<file path="src/rtl/sa_pkg.sv">
// Shared constants and entry type for the status-array write path.
package sa_pkg;

  localparam int SA_WORD_WIDTH = 8;
  localparam int NUM_WAYS      = 4;
  localparam int INDEX_WIDTH   = 6;
  localparam int WAY_BITS      = SA_WORD_WIDTH / NUM_WAYS;
  localparam int USE_BIT_IDX   = 0;
  localparam int VALID_BIT_IDX = 1;

  // One pending SA write: target set, word, and per-way write enable.
  typedef struct packed {
    logic [INDEX_WIDTH-1:0]   index;
    logic [SA_WORD_WIDTH-1:0] data;
    logic [NUM_WAYS-1:0]      mask;
  } sa_entry_t;

endpackage

</file>
<file path="src/rtl/sa_way_merge.sv">
// Per-way merge of a newer masked SA word over an older one.
// Ways enabled in new_mask take new bits; other ways keep the old bits.
module sa_way_merge
  import sa_pkg::*;
(
  input  logic [SA_WORD_WIDTH-1:0] old_data,
  input  logic [NUM_WAYS-1:0]      old_mask,
  input  logic [SA_WORD_WIDTH-1:0] new_data,
  input  logic [NUM_WAYS-1:0]      new_mask,
  output logic [SA_WORD_WIDTH-1:0] merged_data,
  output logic [NUM_WAYS-1:0]      merged_mask
);

  // Overwrite each enabled way with the newer bits.
  always_comb begin
    merged_data = old_data;
    for (int w = 0; w < NUM_WAYS; w++) begin
      if (new_mask[w]) begin
        merged_data[w*WAY_BITS +: WAY_BITS] = new_data[w*WAY_BITS +: WAY_BITS];
      end
    end
  end

  assign merged_mask = old_mask | new_mask;

endmodule

</file>
<file path="src/rtl/sa_write_buffer.sv">
// Small coalescing write FIFO in front of the single SA write port.
// Fills are handled before use-bit updates; updates are dropped (and
// counted) when they can neither coalesce nor find space.
module sa_write_buffer
  import sa_pkg::*;
#(
  parameter int DEPTH = 2
) (
  input  logic                     i_clk,
  input  logic                     i_rstn,
  input  logic                     i_upd_valid,
  input  logic [INDEX_WIDTH-1:0]   i_upd_index,
  input  logic [SA_WORD_WIDTH-1:0] i_upd_data,
  input  logic [NUM_WAYS-1:0]      i_upd_mask,
  input  logic                     i_fill_valid,
  input  logic [INDEX_WIDTH-1:0]   i_fill_index,
  input  logic [SA_WORD_WIDTH-1:0] i_fill_data,
  input  logic [NUM_WAYS-1:0]      i_fill_mask,
  output logic                     o_fill_ready,
  output logic                     o_sa_w_en,
  output logic [INDEX_WIDTH-1:0]   o_sa_w_addr,
  output logic [SA_WORD_WIDTH-1:0] o_sa_w_data,
  output logic [NUM_WAYS-1:0]      o_sa_w_mask,
  input  logic                     i_sa_w_ready,
  input  logic [INDEX_WIDTH-1:0]   i_rd_index,
  output logic                     o_byp_hit,
  output logic [SA_WORD_WIDTH-1:0] o_byp_data,
  output logic [NUM_WAYS-1:0]      o_byp_mask,
  output logic [7:0]               o_drop_count
);

  localparam int PTR_W = (DEPTH > 1) ? $clog2(DEPTH) : 1;
  localparam int CNT_W = PTR_W + 1;

  sa_entry_t        mem [DEPTH];
  logic [PTR_W-1:0] rd_ptr, wr_ptr, tail_ptr, next_ptr;
  logic [CNT_W-1:0] count;
  logic [7:0]       drop_count;

  sa_entry_t head, tail, fill_e, upd_e, m1_e, base2_e, m2_e;
  logic [SA_WORD_WIDTH-1:0] m1_data, m2_data;
  logic [NUM_WAYS-1:0]      m1_mask, m2_mask;
  logic [INDEX_WIDTH-1:0]   upd_tail_index;

  logic not_empty, pop, tail_ok, fill_ready, fill_acc, fill_coal, fill_enq;
  logic upd_coal, upd_enq, drop;

  assign tail_ptr = wr_ptr - PTR_W'(1);
  assign next_ptr = wr_ptr + PTR_W'(1);
  assign head     = mem[rd_ptr];
  assign tail     = mem[tail_ptr];
  assign fill_e   = '{i_fill_index, i_fill_data, i_fill_mask};
  assign upd_e    = '{i_upd_index, i_upd_data, i_upd_mask};

  // Accept/coalesce/enqueue/drop decisions for this cycle. A popping
  // single entry is not a coalesce target. fill_ready only looks at the
  // tail when the buffer is full, where the tail is never the head, so it
  // stays independent of i_sa_w_ready.
  always_comb begin
    not_empty  = (count != '0);
    pop        = not_empty && i_sa_w_ready;
    tail_ok    = not_empty && !(pop && (count == CNT_W'(1)));
    fill_ready = (count < CNT_W'(DEPTH)) || (not_empty && (i_fill_index == tail.index));
    fill_acc   = i_fill_valid && fill_ready;
    fill_coal  = fill_acc && tail_ok && (i_fill_index == tail.index);
    fill_enq   = fill_acc && !fill_coal;
    upd_tail_index = fill_acc ? i_fill_index : tail.index;
    upd_coal   = i_upd_valid && (fill_acc || tail_ok) && (i_upd_index == upd_tail_index);
    upd_enq    = i_upd_valid && !upd_coal &&
                 ((count + CNT_W'(fill_enq)) < CNT_W'(DEPTH));
    drop       = i_upd_valid && !upd_coal && !upd_enq;
  end

  sa_way_merge u_fill_merge (
    .old_data    (tail.data),
    .old_mask    (tail.mask),
    .new_data    (i_fill_data),
    .new_mask    (i_fill_mask),
    .merged_data (m1_data),
    .merged_mask (m1_mask)
  );

  assign m1_e    = '{tail.index, m1_data, m1_mask};
  assign base2_e = fill_enq ? fill_e : (fill_coal ? m1_e : tail);

  sa_way_merge u_upd_merge (
    .old_data    (base2_e.data),
    .old_mask    (base2_e.mask),
    .new_data    (i_upd_data),
    .new_mask    (i_upd_mask),
    .merged_data (m2_data),
    .merged_mask (m2_mask)
  );

  assign m2_e = '{base2_e.index, m2_data, m2_mask};

  // Entry storage, pointers, occupancy and saturating drop counter.
  always_ff @(posedge i_clk) begin
    if (!i_rstn) begin
      rd_ptr     <= '0;
      wr_ptr     <= '0;
      count      <= '0;
      drop_count <= '0;
      for (int i = 0; i < DEPTH; i++) begin
        mem[i] <= '0;
      end
    end else begin
      if (fill_coal || (upd_coal && !fill_enq)) begin
        mem[tail_ptr] <= upd_coal ? m2_e : m1_e;
      end
      if (fill_enq) begin
        mem[wr_ptr] <= upd_coal ? m2_e : fill_e;
      end else if (upd_enq) begin
        mem[wr_ptr] <= upd_e;
      end
      if (fill_enq && upd_enq) begin
        mem[next_ptr] <= upd_e;
      end
      if (pop) begin
        rd_ptr <= rd_ptr + PTR_W'(1);
      end
      wr_ptr <= wr_ptr + PTR_W'(fill_enq) + PTR_W'(upd_enq);
      count  <= count + CNT_W'(fill_enq) + CNT_W'(upd_enq) - CNT_W'(pop);
      if (drop && (drop_count != 8'hFF)) begin
        drop_count <= drop_count + 8'd1;
      end
    end
  end

  assign o_fill_ready = fill_ready;
  assign o_sa_w_en    = not_empty;
  assign o_sa_w_addr  = not_empty ? head.index : '0;
  assign o_sa_w_data  = not_empty ? head.data  : '0;
  assign o_sa_w_mask  = not_empty ? head.mask  : '0;
  assign o_drop_count = drop_count;

  sa_entry_t                age_e     [DEPTH];
  logic [DEPTH-1:0]         age_match;
  logic [SA_WORD_WIDTH-1:0] byp_d     [DEPTH+1];
  logic [NUM_WAYS-1:0]      byp_m     [DEPTH+1];

  // Present pending entries oldest first and flag those matching the lookup.
  always_comb begin
    for (int k = 0; k < DEPTH; k++) begin
      age_e[k]     = mem[rd_ptr + PTR_W'(k)];
      age_match[k] = (CNT_W'(k) < count) && (age_e[k].index == i_rd_index);
    end
  end

  assign byp_d[0] = '0;
  assign byp_m[0] = '0;

  for (genvar k = 0; k < DEPTH; k++) begin : g_byp
    sa_way_merge u_byp_merge (
      .old_data    (byp_d[k]),
      .old_mask    (byp_m[k]),
      .new_data    (age_e[k].data),
      .new_mask    (age_match[k] ? age_e[k].mask : '0),
      .merged_data (byp_d[k+1]),
      .merged_mask (byp_m[k+1])
    );
  end

  assign o_byp_hit  = |age_match;
  assign o_byp_data = byp_d[DEPTH];
  assign o_byp_mask = byp_m[DEPTH];

endmodule
</file>
<file path="config.mk">
export PLATFORM = sky130hd
export DESIGN_NAME = sa_write_buffer
export DESIGN_NICKNAME = d
export VERILOG_FILES = /design/src/rtl/sa_pkg.sv /design/src/rtl/sa_way_merge.sv /design/src/rtl/sa_write_buffer.sv
export SDC_FILE = /design/constraint.sdc
export NUM_CORES = 1
export LEC_CHECK = 0
export ABC_AREA = 1
export CORE_MARGIN = 2
export CORE_UTILIZATION = 50
export CTS_CLUSTER_SIZE = 8
export DETAILED_ROUTE_END_ITERATION = 7
export PLACE_DENSITY = 0.89
export SKIP_LAST_GASP = 1
export SLEW_MARGIN = 10
export SYNTH_ARGS = -nofsm -noshare
export SYNTH_HDL_FRONTEND = slang
export SYNTH_SLANG_ARGS = --single-unit
</file>
<file path="constraint.sdc">
create_clock -name i_clk -period 3.8 [get_ports i_clk]
set_clock_uncertainty 0.2 [all_clocks]
set_input_delay 0.76 -clock i_clk [delete_from_list [all_inputs] [get_ports i_clk]]
set_output_delay 0.76 -clock i_clk [all_outputs]
set_load 0.05 [all_outputs]
</file>
### Word level (Yosys, flattened, before mapping)

Memories as Yosys holds them, arrays and structs flattened. A register that Yosys moved wholly into a read port is not among the register bits.
Index checks and enable logic that the tools add are counted.

* bits in registers: 12
* bits in writable memories: 36
* output and inout bits: 41
* memories: 1

Memory list
* mem: depth 2, width 18, read ports 3, clocked after Yosys merged registers in 1, wr ports 2, line sa_write_buffer.sv:35 `sa_entry_t mem [DEPTH];`

* add/sub/neg operators: 9
* magnitude comparators: 4
* equality and inequality tests: 6
* muxes and demuxes: 52
* bitwise operators: 4
* reductions and logical operators: 31

Operator list (count)
* $mux W18: 7
* $reduce_or A18 Y1: 3
* $mux W2: 16
* $eq A6 B6 Y1: 4
* $mux W1: 22
* $logic_and A1 B1 Y1: 18
* $mux W12: 1
* $mux W4: 3
* $mux W6: 2
* $or A4 B4 Y4: 3
* $add A8 B1 Y8 const B: 1
* $mux W8: 1
* $ne A8 B8 Y1 const B: 1
* $logic_not A1 Y1: 5
* $add A2 B1 Y2: 2
* $lt A1 B2 Y1 const A: 2
* $lt A2 B2 Y1 const B: 2
* $logic_or A1 B1 Y1: 3
* $add A1 B1 Y1: 2
* $add A1 B1 Y1 const B: 2
* $eq A2 B1 Y1 const B: 1
* $reduce_bool A2 Y1: 1
* $reduce_or A2 Y1: 1
* $sub A2 B1 Y2: 1
* other kinds (2): 2

### Depth between registers and ports, before layout

Gate-level depths: netlist (run 1).
An unclocked memory read counts as a cell.

* depth in word-level cells: 20
* mapped depth: 26
* depth with buffers taken out: 23

### Hierarchy

From an unflattened synthesis (run 1), not the netlist that was laid out.

* cells, all modules: 1022
* area total of the unflattened synthesis: 5816.8 um2

Modules (own cells, without submodules)
* sa_write_buffer: times used 1, cells an instance 894, area an instance 5296.3 um2
* sa_way_merge: times used 4, cells an instance 32, area an instance 130.1 um2

### Worst setup path before layout (run 1)

No wires, ideal clock.

* kind: input -> register
* start: in i_fill_index[0]
* end: mem mem[0][0] (netlist bit) (enable)
* setup time: 434 ps
* arrival time: 3455 ps
* required time: 3166 ps
* path slack: -289 ps
* stages on the path: 21
* path through: inv_1 -> nand3_1 -> nand2_1 -> nor2_1 -> nand3_2 -> nand2_4 -> nand2_4 -> buf_6 -> inv_1 -> nand2_1 -> buf_4 -> clkinv_1 -> ha_1 -> xor2_1 -> nor2_2 -> nand2_2 -> buf_6 -> buf_6 -> nand2_1 -> nand2_1 -> nand3_1

RTL lines
* start, declared: line sa_write_buffer.sv:16 `input logic [INDEX_WIDTH-1:0] i_fill_index,`
* end, declared: line sa_write_buffer.sv:35

==> results.py, run 1 <==
metrics = {
    "run_status": {
        "status": "completed",
    },
    "place": {
        "dpl-instance-area_um2": 6710,
        "portBuffers": 87,
        "gp_congestion": 0.946,
        "dpl.hpwl_mm": 12.2,
        "dp_cells": 1136,
        "place_ws_ns": -0.127,
    },
    "global_routing": {
        "grt_max_degree": 31,
        "antenna_found_initial": 0,
        "grtUsageTotal_pct": 28.5,
        "grt_pass1_vias": 5705,
        "grt_remaining_overflow": 0,
        "grt_pass1_wl_mm": 26.2,
    },
    "timing": {
        "setup_viol": 0,
        "maxSlewViolCount": 0,
        "fin_hold_ws_ns": 0.299,
        "worst_slack_ns": 0.144,
        "finalCriticalPeriod_ns": 3.66,
        "maxSlewHeadroom_pct": 63.7,
        "worstMarginPinSlew_ns": 0.539,
        "fmax_mhz": 274,
        "fin_crit_sh_pct": 96.2,
        "setup_tns_ns": 0,
        "hold_violations": 0,
    },
    "critical_path": {
        "end_kind": "flop",
        "crit_top_cell": "nand3_1",
        "r2r-start": "wr_ptr",
        "worst_setup_path_start_kind": "primary input",
        "worst-path-buf-inv": 5,
        "r2r_slack_ns": 0.31,
        "path_delay_family": "simple AND/OR/NAND/NOR gates",
        "cp_data_arrival_time_ns": 3.52,
        "crit_chain": "clkdlybuf4s50_1 > inv_1 > nand3_1 > nand2_1 > nor2_1 > nand3_2 > nand2_4 > buf_4 > nand3_1 > nand3_1 > nand3_1 > nor2_1 > nand3_2 > nand2_2 > nor2_4 > nand2_2 > buf_12 > a21oi_4 > buf_4 > nand2_1 > nand2_1",
        "cp_slowest_stage_delay_ns": 0.54,
        "crit_required_ns": 3.67,
        "critPathSlowestCell": "clkdlybuf4s50_1",
        "reg2reg_to": "mem[1][14]",
        "reg2reg_depth": 22,
        "path_class": "primary input to flop",
        "critPathMaxFanout": 17,
    },
    "final_layout": {
        "fin_nets": 1061,
        "final_cell_area_um2": 6870,
        "drive_gt1_share_pct": 12.2,
        "syn_to_final_growth_pct": 32.2,
        "antenna_cells": 0,
        "fin_cells": 1147,
    },
    "detailed_routing": {
        "routed_wl_mm": 16.2,
        "drt_pass1_iterations": 7,
        "route.detailed.drc": 0,
        "wl_per_cell_um": 14.2,
        "drtIter0Drc": 774,
        "num_vias": 6305,
        "drt-vias-per-instance": 5.50,
        "postRouteAntennaNets": 0,
    },
    "yosys": {
        "synth_common_cells": "nand2_1, o21ai_0, inv_1",
        "synth-seq-cells": 49,
        "synth_edf_count": 36,
        "synth_area_um2": 5200,
        "synthCells": 893,
        "synth_top_area_share_pct": 27.7,
        "synth_seq_area_share_pct": 25.8,
        "synth_most_common_cell": "nand2_1",
        "yosys-top-cells-area": "nand2_1, edfxtp_1, o21ai_0",
        "yosys_warnings": 0,
        "syn_nets": 944,
        "synth_cell_types": 41,
        "synthFlopType": "edfxtp_1",
        "synth_area_per_cell_um2": 5.82,
        "synthArstFlopShare_pct": 0,
        "yosysTopAreaCell": "nand2_1",
    },
    "worst_hold_path": {
        "hold_depth": 2,
        "hp-start": "o_drop_count[7]",
        "hold_class": "flop to flop",
        "holdPathEnd": "o_drop_count[7]",
    },
    "clock_network": {
        "cts_tree": "yes",
        "numCtsBuffers": 5,
        "cts-hold-fix-buffers": 0,
        "ctsLongestPathBuffers": 2,
        "clk_latency_ns": 0.31,
        "clock_sinks": 49,
        "clkSlewWorstSetupHoldPaths_ns": 0.09,
        "htree_num_levels": 2,
        "cts-root-buf": "clkbuf_8",
    },
    "power_and_ir_drop": {
        "leakage_nw": 3.31,
        "pwr_density_cell_nw_per_um2": 485,
        "ir_drop_v": 0.000321,
    },
    "floorplanning": {
        "die_w_um": 106,
        "die_h_um": 106,
        "core_area_um2": 10200,
        "initial_core_util_pct": 51.0,
        "ios": 88,
        "die_area_um2": 11200,
        "num_rows": 37,
    },
    "job": {
        "maxCapViolCount": 0,
    },
}
layout make-up:
type | count | area, µm²
Clock buffer | 6 | 72.6
Clock inverter | 2 | 15.0
Tap cell | 136 | 170
Multi-Input combinational cell | 707 | 3290
Sequential cell | 49 | 1340
Timing Repair Buffer | 151 | 1620
Fill cell | 844 | 3310
Inverter | 96 | 365
worst max path at each step:
stage	cells past startpoint	endpoint	slack [ns]	start
global route	11	o_byp_data[0]	-0.05	i_rd_index[4]
floorplan	21	mem[0][0]	-0.06	i_fill_index[0]
finish	21	mem[1][14]	0.14	i_fill_index[3]
detailed placement	22	mem[0][15]	-0.13	i_fill_index[3]
global placement	23	mem[1][8]	-0.06	i_fill_index[0]
CTS	9	o_byp_data[0]	0.11	i_rd_index[0]
registers in the layout (all words and copies together), names as in the netlist, named ones only:
name	count
mem	36
o_drop_count	8
count	2
rd_ptr	1
wr_ptr	1
layer usage:
layer	share of wire, %	vias up	wire (µm)	GRT usage (%)
met5	0	-	0	0
met4	2.2	0	361	8.93
met3	12	55	1990	5.58
met2	46	413	7470	48.3
met1	39	2735	6410	36.8
li1	-	3102	-	-
tightest hold or removal path, delay by kind of cell, from the launching register on:
family	cells	cell delay, ns
DFF	1	0.34
and+or+nand+nor	1	0.07
AOI/OAI and AO/OA	1	0.05
power breakdown:
part | leakage (nW) | internal, mW | switching [mW]
registers | 0.486 | 0.713 | 0.0988
logic | 2.78 | 0.776 | 1.43
clock network | 0.0374 | 0.130 | 0.185
timing repair:
item,in CTS,in global routing
hold endpoints to repair,0,0
endpoints found under the setup margin,0,49
gates resized for setup,0,10
setup buffers,0,3
through the flow:
step | power, mW | utilization (%)
2_1_floorplan | 2.25 | -
3_3_place_gp | 2.90 | 65.8
3_5_place_dp | 2.95 | 65.8
4_1_cts | 3.26 | 66.7
5_1_grt | 3.58 | 67.5
6_report | 3.34 | 67.5
cell families after synthesis:
group	Yosys count	synth area share [%]
AND/OR/NAND/NOR	545	43.9
AO/OA/AOI/OAI	148	15.7
buffers and inverters	137	11.9
flip-flops	49	25.8
XOR/XNOR	10	1.69
adder cells (fa/ha/maj)	4	0.963
cells in the final DEF (no fill, tap or decap), types with 5 or more instances in the layout:
master and instances:
dfxtp_1 13, clkdlybuf4s50_1 73, inv_1 91, nand2_1 382, buf_12 24, xor2_1 6, o22ai_1 6, edfxtp_1 36
nand3_2 5, a31oi_1 6, buf_4 54, nand2_2 9, nor2_1 47, nand3_1 81, a21oi_1 18, clkbuf_8 5
o21ai_0 103
(Power assumes the default switching activity.)
==> inputs of run 2 (changes only) <==
Settings changed: TNS_END_PERCENT set to 5.
==> results.py, run 2 (same netlist as run 1, synthesis figures left out) <==
metrics = {
    "global_routing": {
        "antenna_found_initial": 0,
        "grt_remaining_overflow": 0,
        "grt_pass1_vias": 5705,
        "grtUsageTotal_pct": 28.5,
        "grt_max_degree": 31,
        "grt_pass1_wl_mm": 26.2,
    },
    "job": {
        "maxCapViolCount": 0,
    },
    "critical_path": {
        "reg2reg_to": "mem[0][15]",
        "r2r-start": "wr_ptr",
        "r2r_slack_ns": 0.28,
        "crit_end": "mem[0][15]",
        "cp_data_arrival_time_ns": 3.65,
        "path_delay_family": "simple AND/OR/NAND/NOR gates",
        "path_class": "primary input to flop",
        "critPathMaxFanout": 17,
        "critPathSlowestCell": "clkdlybuf4s50_1",
        "end_kind": "flop",
        "cp_slowest_stage_delay_ns": 0.54,
        "worst-path-buf-inv": 5,
        "crit_chain": "clkdlybuf4s50_1 > inv_1 > nand3_1 > nand2_1 > nor2_1 > nand3_2 > nand2_4 > nand2_4 > buf_4 > nand2_2 > nand3_1 > nand3_1 > nor2_1 > nand3_2 > nand2_1 > nor2_2 > nand2_2 > buf_12 > a21oi_4 > buf_12 > nand2_1 > nand2_1",
        "crit_path_start": "i_fill_index[0]",
        "crit_required_ns": 3.77,
        "worst_setup_path_start_kind": "primary input",
        "crit_top_cell": "nand2_1",
        "critical_path_depth": 22,
        "reg2reg_depth": 23,
    },
    "detailed_routing": {
        "drt_pass1_iterations": 5,
        "drtIter0Drc": 887,
        "routed_wl_mm": 16.1,
        "wl_per_cell_um": 14.1,
        "route.detailed.drc": 0,
        "postRouteAntennaNets": 0,
        "num_vias": 6309,
        "drt-vias-per-instance": 5.51,
    },
    "final_layout": {
        "syn_to_final_growth_pct": 31.4,
        "final_cell_area_um2": 6830,
        "multi_input_area_um2": 3260,
        "layout_common_cells": "nand2_1, o21ai_0, inv_1, nand3_1, clkdlybuf4s50_1",
        "drive_gt1_share_pct": 11.4,
        "fin_util_pct": 67.1,
        "final_common_cell": "nand2_1",
        "fin_cells": 1146,
        "seqCellArea_um2": 1340,
        "fin_nets": 1060,
        "largest_reg_flops": 36,
        "fill_cells": 851,
        "antenna_cells": 0,
        "top_register": "mem",
    },
    "timing": {
        "fmax_mhz": 272,
        "worstMarginPinSlew_ns": 0.524,
        "setup_viol": 0,
        "rsz0062_at_grt": "true",
        "fin_crit_sh_pct": 96.7,
        "maxSlewHeadroom_pct": 64.9,
        "worst_slack_ns": 0.124,
        "hold_violations": 0,
        "finalCriticalPeriod_ns": 3.68,
        "maxSlewViolCount": 0,
    },
    "place": {
        "gp_congestion": 0.946,
        "portBuffers": 87,
        "dpl-instance-area_um2": 6710,
        "dpl.hpwl_mm": 12.2,
        "dp_cells": 1136,
        "place_ws_ns": -0.127,
    },
    "clock_network": {
        "htree_num_levels": 2,
        "clk_latency_ns": 0.31,
        "cts_tree": "yes",
        "ctsLongestPathBuffers": 2,
        "clkSlewWorstSetupHoldPaths_ns": 0.09,
        "cts-hold-fix-buffers": 0,
        "clock_sinks": 49,
        "cts-root-buf": "clkbuf_8",
        "numCtsBuffers": 5,
    },
    "floorplanning": {
        "core_area_um2": 10200,
        "die_h_um": 106,
        "initial_core_util_pct": 51.0,
        "num_rows": 37,
        "die_w_um": 106,
        "die_area_um2": 11200,
        "ios": 88,
    },
    "power_and_ir_drop": {
        "ir_drop_v": 0.000321,
        "leakage_nw": 3.29,
        "pwr_density_cell_nw_per_um2": 486,
    },
    "run_status": {
        "status": "completed",
    },
    "worst_hold_path": {
        "hp-start": "o_drop_count[7]",
        "hold_class": "flop to flop",
    },
}
==> run 2: changes by cell type in the layout (fill, tap and decap cells not counted), moves of 2 or more <==
cell	change
o22ai_2	-2
nand2_1	+2
nand2_2	-2
o22ai_1	+2
==> run 2: area by class of cell <==
cell class	count	share of cell area, %
Clock buffer	6	1.06
Clock inverter	2	0.220
Inverter	96	5.35
Multi-Input combinational cell	707	47.7
Sequential cell	49	19.6
Tap cell	136	2.49
Timing Repair Buffer	150	23.6
==> run 2: worst min path at each step <==
stage / to / depth (start not counted)
floorplan: count[1] / 2
global placement: o_drop_count[7] / 2
detailed placement: o_drop_count[7] / 2
CTS: o_drop_count[7] / 2
global route: o_drop_count[7] / 2
finish: o_drop_count[7] / 2
==> run 2: stage by stage <==
stage	total power [mW]	TNS, ns	hold WS (ns)
final	3.32	0	0.298
after global routing	3.56	-1.38	0.324
after CTS	3.26	0	0.298
after detailed placement	2.95	-6.54	0.283
after global placement	2.90	-3.29	0.278
after floorplan	2.25	-2.27	0.495
==> run 2: routing by layer <==
metal | global-route usage [%] | vias up | share of wire [%] | routed length, µm
met3 | 5.58 | 63 | 12 | 1950
li1 | - | 3100 | - | -
met2 | 48.3 | 438 | 45 | 7280
met4 | 8.93 | 0 | 2.7 | 429
met5 | 0 | - | 0 | 0
met1 | 36.8 | 2708 | 40 | 6470
==> run 2: what timing repair did <==
item,CTS,global route
gates resized for setup,0,2
endpoints found under the setup margin,0,49
setup buffers,0,2
==> run 2: worst min-delay path: stages, from the launching register on <==
cell and delay, ns:
dfxtp_1 0.34, nand2_1 0.07, a21oi_1 0.05
==> run 2: power by group <==
| part | leakage [nW] | internal, mW | switching (mW) |
|---|---|---|---|
| clock | 0.0374 | 0.130 | 0.184 |
| sequential | 0.486 | 0.713 | 0.0975 |
| combinational | 2.77 | 0.770 | 1.42 |
| total | 3.29 | 1.61 | 1.70 |
==> inputs of run 3 (changes only) <==
Settings changed: GPL_ROUTABILITY_DRIVEN set to 0, RECOVER_POWER set to 100, SLEW_MARGIN 10 to 20.
==> results.py, run 3 (same netlist as run 1, synthesis figures left out) <==
metrics = {
    "floorplanning": {
        "die_h_um": 106,
        "initial_core_util_pct": 51.0,
        "num_rows": 37,
        "ios": 88,
        "die_area_um2": 11200,
        "die_w_um": 106,
        "core_area_um2": 10200,
    },
    "critical_path": {
        "reg2reg_depth": 22,
        "critPathMaxFanout": 11,
        "end_kind": "flop",
        "path_class": "primary input to flop",
        "worst_setup_path_start_kind": "primary input",
        "crit_required_ns": 3.67,
        "cp_data_arrival_time_ns": 3.67,
    },
    "final_layout": {
        "final_common_cell": "nand2_1",
        "fin_nets": 1068,
        "top_register": "mem",
        "largest_reg_flops": 36,
        "layout_common_cells": "nand2_1, o21ai_0, inv_1, nand3_1, buf_4",
        "drive_gt1_share_pct": 12.7,
        "final_cell_area_um2": 6950,
        "syn_to_final_growth_pct": 33.8,
        "antenna_cells": 0,
    },
    "detailed_routing": {
        "drt-vias-per-instance": 5.57,
        "met3_length_mm": 2.33,
        "wl_met1_mm": 6.54,
        "drt_pass1_iterations": 6,
        "top_layer": "met4",
        "wl_per_cell_um": 15.1,
        "drtIter0Drc": 1068,
        "num_vias": 6426,
        "dr_wl_met2_mm": 7.77,
        "postRouteAntennaNets": 0,
        "routed_wl_mm": 17.4,
        "route.detailed.drc": 0,
    },
    "timing": {
        "rsz0062_at_grt": "true",
        "fmax_mhz": 263,
        "maxSlewHeadroom_pct": 66.5,
        "setup_viol": 0,
        "finalCriticalPeriod_ns": 3.80,
        "fin_crit_sh_pct": 100,
        "setup_tns_ns": 0,
        "hold_violations": 0,
        "worstMarginPinSlew_ns": 0.497,
        "fin_hold_ws_ns": 0.309,
        "maxSlewViolCount": 0,
    },
    "clock_network": {
        "cts-root-buf": "clkbuf_8",
        "ctsLongestPathBuffers": 2,
        "clkSlewWorstSetupHoldPaths_ns": 0.09,
        "clk_latency_ns": 0.31,
        "clock_sinks": 49,
        "numCtsBuffers": 5,
        "htree_num_levels": 2,
        "cts_tree": "yes",
    },
    "power_and_ir_drop": {
        "leakage_nw": 3.42,
        "pwr_density_cell_nw_per_um2": 504,
        "ir_drop_v": 0.000310,
    },
    "place": {
        "dpl-instance-area_um2": 6740,
        "portBuffers": 87,
        "dpl.hpwl_mm": 12.8,
    },
    "job": {
        "maxCapViolCount": 0,
    },
    "global_routing": {
        "grt_remaining_overflow": 0,
        "grt_pass1_wl_mm": 27.4,
        "grt_pass1_vias": 5857,
        "grt_max_degree": 25,
        "antenna_found_initial": 0,
        "grtUsageTotal_pct": 30.2,
    },
    "worst_hold_path": {
        "hold_depth": 2,
        "hold_class": "flop to flop",
    },
    "run_status": {
        "status": "completed",
    },
}
## run 3: worst max-delay path, stage by stage
cell             delay, ns
clkdlybuf4s50_1       0.52
inv_1                 0.08
nand3_1               0.12
nand2_1               0.11
nor2_2                0.10
nand3_2               0.12
nand2_4               0.12
nand2_4               0.12
inv_1                 0.09
nand2_1               0.10
clkinv_1              0.08
ha_1                  0.18
xor2_2                0.25
inv_1                 0.15
nand3_4               0.13
a21oi_2               0.08
nand2_1               0.14
clkinv_2              0.08
buf_4                 0.19
nand2_1               0.08
nand2_1               0.06
## run 3: per-layer routing
metal  GRT usage [%]  vias to the layer above
met4            13.7                        0
met1            38.2                     2746
met3            5.70                       99
li1                -                     3122
met5               0                        -
met2            50.0                      459
## run 3: final cells by class
class / instances / area, µm²
Fill cell: 832 / 3230
Clock buffer: 6 / 72.6
Multi-Input combinational cell: 707 / 3300
Timing Repair Buffer: 158 / 1670
Sequential cell: 49 / 1340
Tap cell: 136 / 170
Inverter: 96 / 365
Clock inverter: 2 / 35.0
## run 3: path summary, 6_finish.rpt
path,start,end,slack [ns]
min reg2reg,o_drop_count[7],o_drop_count[7],0.31
max reg2reg,wr_ptr,mem[1][16],0.08
min,o_drop_count[7],o_drop_count[7],0.31
max,i_fill_index[5],mem[1][16],0.001
## run 3: timing repair
action | 4_1_cts | 5_1_grt
setup endpoints to repair | 0 | 87
hold buffers | 0 | 0
setup buffers | 0 | 4
gates resized for setup | 0 | 17
## run 3: power by group
group / leakage, nW / internal, mW / total [mW] / switching, mW
logic: 2.88 / 0.819 / 2.30 / 1.48
clock network: 0.0552 / 0.196 / 0.385 / 0.189
registers: 0.486 / 0.714 / 0.822 / 0.108
## run 3: stage by stage
step | total power, mW | setup slack [ns] | cells | util, %
2_1_floorplan | 2.25 | -0.0630 | 893 | -
5_1_grt | 3.73 | -0.181 | 1154 | 68.3
3_5_place_dp | 3.00 | -0.240 | 1142 | 66.2
6_report | 3.50 | 0.00134 | 1154 | 68.3
4_1_cts | 3.39 | 0.0352 | 1150 | 67.2
3_3_place_gp | 2.95 | -0.171 | 1142 | 66.2
